File: config.mk
export PLATFORM = sky130hd
export DESIGN_NAME = mem_lsu
export DESIGN_NICKNAME = d
export VERILOG_FILES = /design/src/rtl/mem_lsu.sv
export SDC_FILE = /design/constraint.sdc
export NUM_CORES = 1
export LEC_CHECK = 0
export ABC_AREA = 1
export CORE_ASPECT_RATIO = 1.5
export CORE_MARGIN = 2
export CORE_UTILIZATION = 27
export DETAILED_ROUTE_END_ITERATION = 12
export SYNTH_ARGS = -nofsm -noshare
export SYNTH_HDL_FRONTEND = slang
export SYNTH_SLANG_ARGS = --single-unit
File: constraint.sdc
create_clock -name clk -period 12 [get_ports clk]
set_clock_uncertainty 0.2 [all_clocks]
set_input_delay 2.4 -clock clk [delete_from_list [all_inputs] [get_ports clk]]
set_output_delay 2.4 -clock clk [all_outputs]
set_load 0.005 [all_outputs]
File: src/rtl/mem_lsu.sv
// MEM-stage load/store unit: aligns stores, formats loads, and runs a
// variable-latency req/ack handshake to the data cache with flush support.
module mem_lsu #(
    parameter  int unsigned DATA_W = 32,
    parameter  int unsigned ADDR_W = 32,
    localparam int unsigned LANES  = DATA_W / 8
) (
    input  logic              clk,
    input  logic              reset,
    input  logic              MEM_valid,
    input  logic              MEM_allow_in,
    input  logic              MEM_cancel,
    input  logic [4:0]        mem_op,
    input  logic [ADDR_W-1:0] exe_result,
    input  logic [DATA_W-1:0] store_data,
    input  logic [4:0]        rf_wdest,
    output logic              dm_req,
    output logic [ADDR_W-1:0] dm_addr,
    output logic [LANES-1:0]  dm_wen,
    output logic [DATA_W-1:0] dm_wdata,
    input  logic              dm_ack,
    input  logic [DATA_W-1:0] dm_rdata,
    output logic              MEM_over,
    output logic [DATA_W-1:0] MEM_result,
    output logic [4:0]        MEM_wdest,
    output logic              adel,
    output logic              ades
);

    localparam int unsigned OFF_W = $clog2(LANES);
    localparam int unsigned SH_W  = OFF_W + 3;
    localparam bit          IS64  = (DATA_W == 64);

    typedef enum logic [1:0] {S_IDLE, S_WAIT, S_DONE} state_e;

    state_e            state_q, state_d;
    logic              cancelled_q, cancelled_d;
    logic              dm_req_q, dm_req_d;
    logic [ADDR_W-1:0] dm_addr_q, dm_addr_d;
    logic [LANES-1:0]  dm_wen_q, dm_wen_d;
    logic [DATA_W-1:0] dm_wdata_q, dm_wdata_d;
    logic [DATA_W-1:0] result_q, result_d;
    logic [1:0]        size_q, size_d;
    logic              sign_q, sign_d;
    logic              load_q, load_d;
    logic [OFF_W-1:0]  off_q, off_d;

    logic              inst_load, inst_store, ld_sign, memop, misaligned;
    logic [1:0]        size;
    logic [OFF_W-1:0]  off;
    logic [SH_W-1:0]   st_sh, ld_sh;
    logic [LANES-1:0]  wen_mask, req_wen;
    logic [DATA_W-1:0] req_wdata, ld_raw, ld_fmt;
    logic              mem_over_c;

    assign inst_load  = mem_op[4];
    assign inst_store = mem_op[3];
    assign size       = mem_op[2:1];
    assign ld_sign    = mem_op[0];
    assign memop      = inst_load | inst_store;
    assign off        = exe_result[OFF_W-1:0];

    // Dword accesses are always illegal on a 32-bit bus.
    always_comb begin
        misaligned = 1'b0;
        unique case (size)
            2'd0:    misaligned = 1'b0;
            2'd1:    misaligned = off[0];
            2'd2:    misaligned = |off[1:0];
            default: misaligned = !IS64 || (off != '0);
        endcase
    end

    // Store lane alignment
    always_comb begin
        wen_mask = '0;
        unique case (size)
            2'd0:    wen_mask = LANES'(8'h01);
            2'd1:    wen_mask = LANES'(8'h03);
            2'd2:    wen_mask = LANES'(8'h0F);
            default: wen_mask = LANES'(8'hFF);
        endcase
    end

    assign st_sh     = {off, 3'b000};
    assign req_wen   = inst_store ? (wen_mask << off) : '0;
    assign req_wdata = store_data << st_sh;

    // Load formatting uses the access parameters captured at request time.
    assign ld_sh  = {off_q, 3'b000};
    assign ld_raw = dm_rdata >> ld_sh;

    always_comb begin
        ld_fmt = ld_raw;
        unique case (size_q)
            2'd0:    ld_fmt = sign_q ? DATA_W'($signed(ld_raw[7:0]))  : DATA_W'(ld_raw[7:0]);
            2'd1:    ld_fmt = sign_q ? DATA_W'($signed(ld_raw[15:0])) : DATA_W'(ld_raw[15:0]);
            2'd2:    ld_fmt = sign_q ? DATA_W'($signed(ld_raw[31:0])) : DATA_W'(ld_raw[31:0]);
            default: ld_fmt = ld_raw;
        endcase
    end

    always_ff @(posedge clk or posedge reset) begin
        if (reset) begin
            state_q     <= S_IDLE;
            cancelled_q <= 1'b0;
            dm_req_q    <= 1'b0;
            dm_addr_q   <= '0;
            dm_wen_q    <= '0;
            dm_wdata_q  <= '0;
            result_q    <= '0;
            size_q      <= '0;
            sign_q      <= 1'b0;
            load_q      <= 1'b0;
            off_q       <= '0;
        end else begin
            state_q     <= state_d;
            cancelled_q <= cancelled_d;
            dm_req_q    <= dm_req_d;
            dm_addr_q   <= dm_addr_d;
            dm_wen_q    <= dm_wen_d;
            dm_wdata_q  <= dm_wdata_d;
            result_q    <= result_d;
            size_q      <= size_d;
            sign_q      <= sign_d;
            load_q      <= load_d;
            off_q       <= off_d;
        end
    end

    always_comb begin
        state_d     = state_q;
        cancelled_d = cancelled_q;
        dm_req_d    = dm_req_q;
        dm_addr_d   = dm_addr_q;
        dm_wen_d    = dm_wen_q;
        dm_wdata_d  = dm_wdata_q;
        result_d    = result_q;
        size_d      = size_q;
        sign_d      = sign_q;
        load_d      = load_q;
        off_d       = off_q;
        mem_over_c  = 1'b0;
        unique case (state_q)
            S_IDLE: begin
                mem_over_c = MEM_valid & (!memop | misaligned);
                if (MEM_valid && memop && !misaligned && !MEM_cancel) begin
                    state_d     = S_WAIT;
                    cancelled_d = 1'b0;
                    dm_req_d    = 1'b1;
                    dm_addr_d   = {exe_result[ADDR_W-1:OFF_W], {OFF_W{1'b0}}};
                    dm_wen_d    = req_wen;
                    dm_wdata_d  = req_wdata;
                    size_d      = size;
                    sign_d      = ld_sign;
                    load_d      = inst_load;
                    off_d       = off;
                end
            end
            S_WAIT: begin
                if (MEM_cancel) cancelled_d = 1'b1;
                // A flushed access still completes on the bus, but its result is dropped.
                if (dm_ack) begin
                    dm_req_d    = 1'b0;
                    cancelled_d = 1'b0;
                    if (cancelled_q || MEM_cancel) begin
                        state_d = S_IDLE;
                    end else begin
                        state_d  = S_DONE;
                        result_d = load_q ? ld_fmt : DATA_W'(exe_result);
                    end
                end
            end
            S_DONE: begin
                mem_over_c = 1'b1;
                if (MEM_allow_in || MEM_cancel) state_d = S_IDLE;
            end
            default: state_d = S_IDLE;
        endcase
    end

    assign dm_req     = dm_req_q;
    assign dm_addr    = dm_addr_q;
    assign dm_wen     = dm_wen_q;
    assign dm_wdata   = dm_wdata_q;
    assign MEM_over   = !reset & mem_over_c;
    assign MEM_result = (state_q == S_DONE) ? result_q : DATA_W'(exe_result);
    assign MEM_wdest  = rf_wdest & {5{MEM_valid}};
    assign adel       = !reset & MEM_valid & inst_load & misaligned;
    assign ades       = !reset & MEM_valid & inst_store & misaligned;

endmodule

# Word level (Yosys, flattened, before mapping)
# Index checks and enable logic that the tools add are counted.
word_totals:
  register_bits: 108
  inputBits: 112
  out_inout_bits: 109
  elab_cells: 74
classes:
  eq_ne: 9
  shift: 3
  mux: 21
  n_bitwise: 11
  n_reduce_logical: 19
ops:
  columns: ["op", "count"]
  rows:
  - ["2-to-1 mux 32 bit", 4]
  - ["case mux 32 bit (2 select lines)", 1]
  - ["<< shifter 32 x 5 -> 32 bit", 1]
  - [">> shifter 32 x 5 -> 32 bit", 1]
  - ["AND reduction 3 bit", 4]
  - ["2-to-1 mux 2 bit", 4]
  - ["case mux 4 bit (2 select lines)", 1]
  - ["AND 1 bit", 7]
  - ["== test 2 x 1 -> 1 bit, second input constant", 3]
  - ["logical NOT 2 bit", 3]
  - ["!= test 2 bit, second input constant", 3]
  - ["case mux 1 bit (2 select lines)", 3]
  - ["case mux 2 bit (3 select lines)", 1]
  - ["AND 5 bit", 1]
  - ["2-to-1 mux 1 bit", 5]
  - ["== test 2 bit, second input constant", 2]
  - ["logical NOT 1 bit", 4]
  - ["2-to-1 mux 4 bit", 1]
  - ["<< shifter 4 x 2 -> 4 bit", 1]
  - ["logical AND 1 bit", 3]
  - ["!= test 3 bit, second input constant", 1]
  - ["case mux 1 bit (3 select lines)", 1]
  - ["logical OR 1 bit", 2]
  - ["bitwise OR 1 bit", 2]
  - ["4 further kinds", 4]

# Logic depth before layout (Yosys ltp)
depth:
  ltp_word: 7
  ltp_mapped: 10
  depth_no_buf: 7

# Worst setup path after synthesis
# No wires, ideal clock.
synth_timing:
  path_type: "input to output"
  startpoint: "in reset"
  endpoint: "out adel"
  arrival_time_ps: 5153
  t_required_ps: 9400
  slack_ps: 4247
  cell_stages: 3
  path_buffers: 0
  cell_sequence: "inv_1 -> nand2_1 -> nor3_1"
synth_via:
  elab_chain_cells: 4
synth_rtl:
  columns: ["item", "line_no", "source"]
  rows:
  - ["start: declaration", "9", "input logic reset,"]
  - ["logical NOT 1 bit", "189", "assign adel = !reset & MEM_valid & inst_load & misaligned;"]
  - ["AND 1 bit (3 in series)", "189", null]
  - ["end: declaration", "26", "output logic adel,"]
# No other way between the ends.

# Final worst setup path
layout_timing:
  startpoint: "in exe_result[0]"
  endpoint: "out MEM_result[0]"
layout_via:
  elab_chain_cells: 1
layout_rtl:
  columns: ["item", "line_no", "source"]
  rows:
  - ["start: declaration", "14", "input logic [ADDR_W-1:0] exe_result,"]
  - ["2-to-1 mux 32 bit", "187", "assign MEM_result = (state_q == S_DONE) ? result_q : DATA_W'(exe_result);"]
  - ["end: declaration", "24", "output logic [DATA_W-1:0] MEM_result,"]
# No other way between the ends.

==> flow_summary.json <==
{
  "status": "finished clean",
  "cts.reportedPaths.clkPinSlew_ns": 0.07,
  "synth_compound_area_frac": 0.146,
  "cp-start-kind": "input port",
  "leakagePower_nw": 4.04,
  "synth_seq_cells": 108,
  "gp_congestion": 0.904,
  "ctsRootBufferMaster": "clkbuf_16",
  "place_hpwl_mm": 15.3,
  "hold_class": "register to register",
  "nNetsFinal": 1166,
  "finalHoldViolations": 0,
  "post-cts-setup-buffers": 0,
  "synth_cells": 879,
  "synthTopCellsByCount": "nand2_1, dfrtp_1, o21ai_0, nand3_1",
  "async_reset_ff_frac": 1.00,
  "holdBufCountCts": 0,
  "ys.flop_type": "dfrtp_1",
  "power_density_mw_per_mm2": 150,
  "grt_pass1_vias": 6123,
  "crit_type": "input port to primary output",
  "synth_area_leader_cell": "dfrtp_1",
  "cts.sinks": 108,
  "viasPerCell": 4.73,
  "synth_cell_types": 25,
  "synthTopCellsByArea": "dfrtp_1, nand2_1, o21ai_0",
  "finalSetupTns_ns": 0,
  "ys_warn_count": 0,
  "regArea_mm2": 0.00270,
  "drt_iter0_drc": 332,
  "relSlewSlack": 0.310,
  "critPathArrivalTime_ns": 4.87,
  "synth-xor-area-share": 0,
  "core_area_mm2": 0.0222,
  "grt_util_all_layers": 0.178,
  "drt_pass1_iterations": 5,
  "drv_cap": 0,
  "stdcell_count": 1337,
  "tightestPinTransition_ns": 1.03,
  "post-route-min-period_ns": 7.47,
  "antenna_found_initial": 4,
  "synthAdderAreaFrac": 0,
  "grt_overflow": 0,
  "max_freq_mhz": 134,
  "cp_common_cell": "clkdlybuf4s50_1",
  "vias": 6323,
  "drv_slew": 0,
  "synth-simple-area-share": 0.325,
  "clk_path_buf_depth": 2,
  "critPathMaxStageDelay_ns": 1.09,
  "fp.dieH_um": 187,
  "synthToLayoutAreaGrowth_pct": 42.5,
  "synth_top_area_frac": 0.446,
  "routedWlPerCell_um": 15.7,
  "setup.worst_path.end_class": "primary output",
  "postCtsResizedCells": 0,
  "std_cell_rows": 67,
  "finalCritPeriodShare": 0.623,
  "die_area_mm2": 0.0237,
  "critical-path-top-delay-family": "buffers and inverters",
  "synth_top_family_by_area": "simple AND/OR/NAND/NOR gates",
  "multiInputGateArea_mm2": 0.00287,
  "worst_skew_pair.late_latency_ns": 0.36,
  "critPathSlowestCell": "clkdlybuf4s50_1",
  "max-vdd-ir-drop_uv": 70.8,
  "fillers": 2348,
  "drc": 0,
  "cts_tree": "built",
  "cts_max_level": 3,
  "synth-seq-area-share": 0.446,
  "grt_pass1_wl_mm": 33.5,
  "placed_cells": 1319,
  "netlist_area_mm2": 0.00606,
  "critPathMaxFanout": 43,
  "start_util": 0.273,
  "cts_buffers": 9,
  "drtAntennaViolNets": 0,
  "synth_edf_count": 0,
  "crit_required_ns": 9.40,
  "grt_max_degree": 113,
  "synthMuxAreaShare": 0,
  "crit_chain": "clkdlybuf4s50_1 > inv_2 > o21ai_0 > clkdlybuf4s50_1",
  "drive_above_1_share": 0.0378,
  "routed_wl_mm": 21.0,
  "portBuffers": 218,
  "die_x_um": 126,
  "boundaryPins": 221,
  "rsz0062_at_grt": "false",
  "syn_area_per_cell_um2": 6.89,
  "path_buf_inv": 3,
  "yosysMostFrequentCell": "nand2_1",
  "finalSetupViolations": 0
}
cell type report:
| type | instances | share of cell area |
|---|---|---|
| flip-flops and latches | 108 | 0.313 |
| clock inverters | 5 | 0.00435 |
| multi-input cells | 657 | 0.332 |
| diodes | 2 | 0.000580 |
| repair buffers | 224 | 0.258 |
| inverters | 54 | 0.0238 |
| well taps | 276 | 0.0400 |
| clock buffers | 11 | 0.0281 |
where the power goes:
part | switching, mW | total, mW | internal (mW)
Combinational | 0.226 | 0.457 | 0.232
Sequential | 0.0763 | 0.550 | 0.474
Clock | 0.143 | 0.290 | 0.147
final timing paths:
kind                                        startpoint                        to  cells after the start  slack (ns)
worst max-delay path                     exe_result[0]             MEM_result[0]                      4        4.53
worst min-delay path            dm_addr[4]$_DFFE_PP0P_    dm_addr[4]$_DFFE_PP0P_                      2        0.28
worst max register to register    off_q[0]$_DFFE_PP0P_  result_q[11]$_DFFE_PP0P_                      7        8.84
worst min register to register  dm_addr[4]$_DFFE_PP0P_    dm_addr[4]$_DFFE_PP0P_                      2        0.28
max in group asynchronous                        reset   dm_wdata[8]$_DFFE_PP0P_                      3        8.07
min in group asynchronous                        reset     dm_wen[1]$_DFFE_PP0P_                      2        2.39
metrics by stage:
stage | worst slack, ns | util | instance area [µm²] | hold WS, ns | total power, mW
3_3_place_gp | 4.58 | 0.376 | 8350 | 0.263 | 1.01
3_5_place_dp | 4.56 | 0.376 | 8350 | 0.265 | 1.02
4_1_cts | 4.56 | 0.388 | 8630 | 0.284 | 1.32
6_report | 4.53 | 0.389 | 8630 | 0.278 | 1.30
2_1_floorplan | 4.25 | - | 6060 | 0.249 | 0.774
5_1_grt | 4.27 | 0.389 | 8630 | 0.300 | 1.40
flip-flops by register name (all words and copies together) (netlist names), 2 cells and up:
name	cells
dm_addr	30
dm_wdata	32
dm_wen	4
off_q	2
result_q	32
size_q	2
state_q	2
cell families (layout without fill, tap and decap cells):
logic type / after synthesis / in the layout
and+or+nand+nor: 487 / 487
AOI/OAI and AO/OA: 168 / 168
buffers and inverters: 115 / 294
DFF: 108 / 108
other: 1 / 4
tightest hold or removal path: cells and delay by family (launching register included):
family | cells | cell delay [ns]
DFF | 1 | 0.34
and+or+nand+nor | 2 | 0.11
cell usage in the layout, fill, tap and decap left out:
master | netlist | layout
clkbuf_8 | 0 | 1
clkbuf_16 | 0 | 9
inv_4 | 0 | 1
nor3_1 | 3 | 3
o21ai_1 | 4 | 4
diode_2 | 0 | 2
buf_4 | 6 | 6
o31ai_1 | 1 | 1
inv_1 | 51 | 50
nor2_1 | 39 | 38
clkbuf_1 | 27 | 1
inv_2 | 3 | 3
conb_1 | 1 | 2
a21oi_1 | 51 | 51
nand4_4 | 1 | 1
clkdlybuf4s50_1 | 0 | 218
o21ai_0 | 95 | 95
clkinv_4 | 0 | 2
dfrtp_1 | 108 | 108
a31oi_1 | 3 | 3
nand2_1 | 363 | 363
nand3_1 | 67 | 67
a31o_2 | 1 | 1
clkinvlp_4 | 0 | 2
or2_2 | 11 | 11
clkinv_2 | 0 | 1
and3_1 | 1 | 1
nand2_2 | 1 | 1
o211ai_1 | 13 | 13
nor2_4 | 0 | 1
nand4_1 | 1 | 1
layer usage:
layer  share of wire  track usage  wire [µm]
met3           0.055       0.0363       1160
met5               0            0          0
met4           0.030       0.0689        627
met2            0.50        0.310      10600
met1            0.41        0.214       8610
Note: power is estimated with default switching activity, not from simulation.
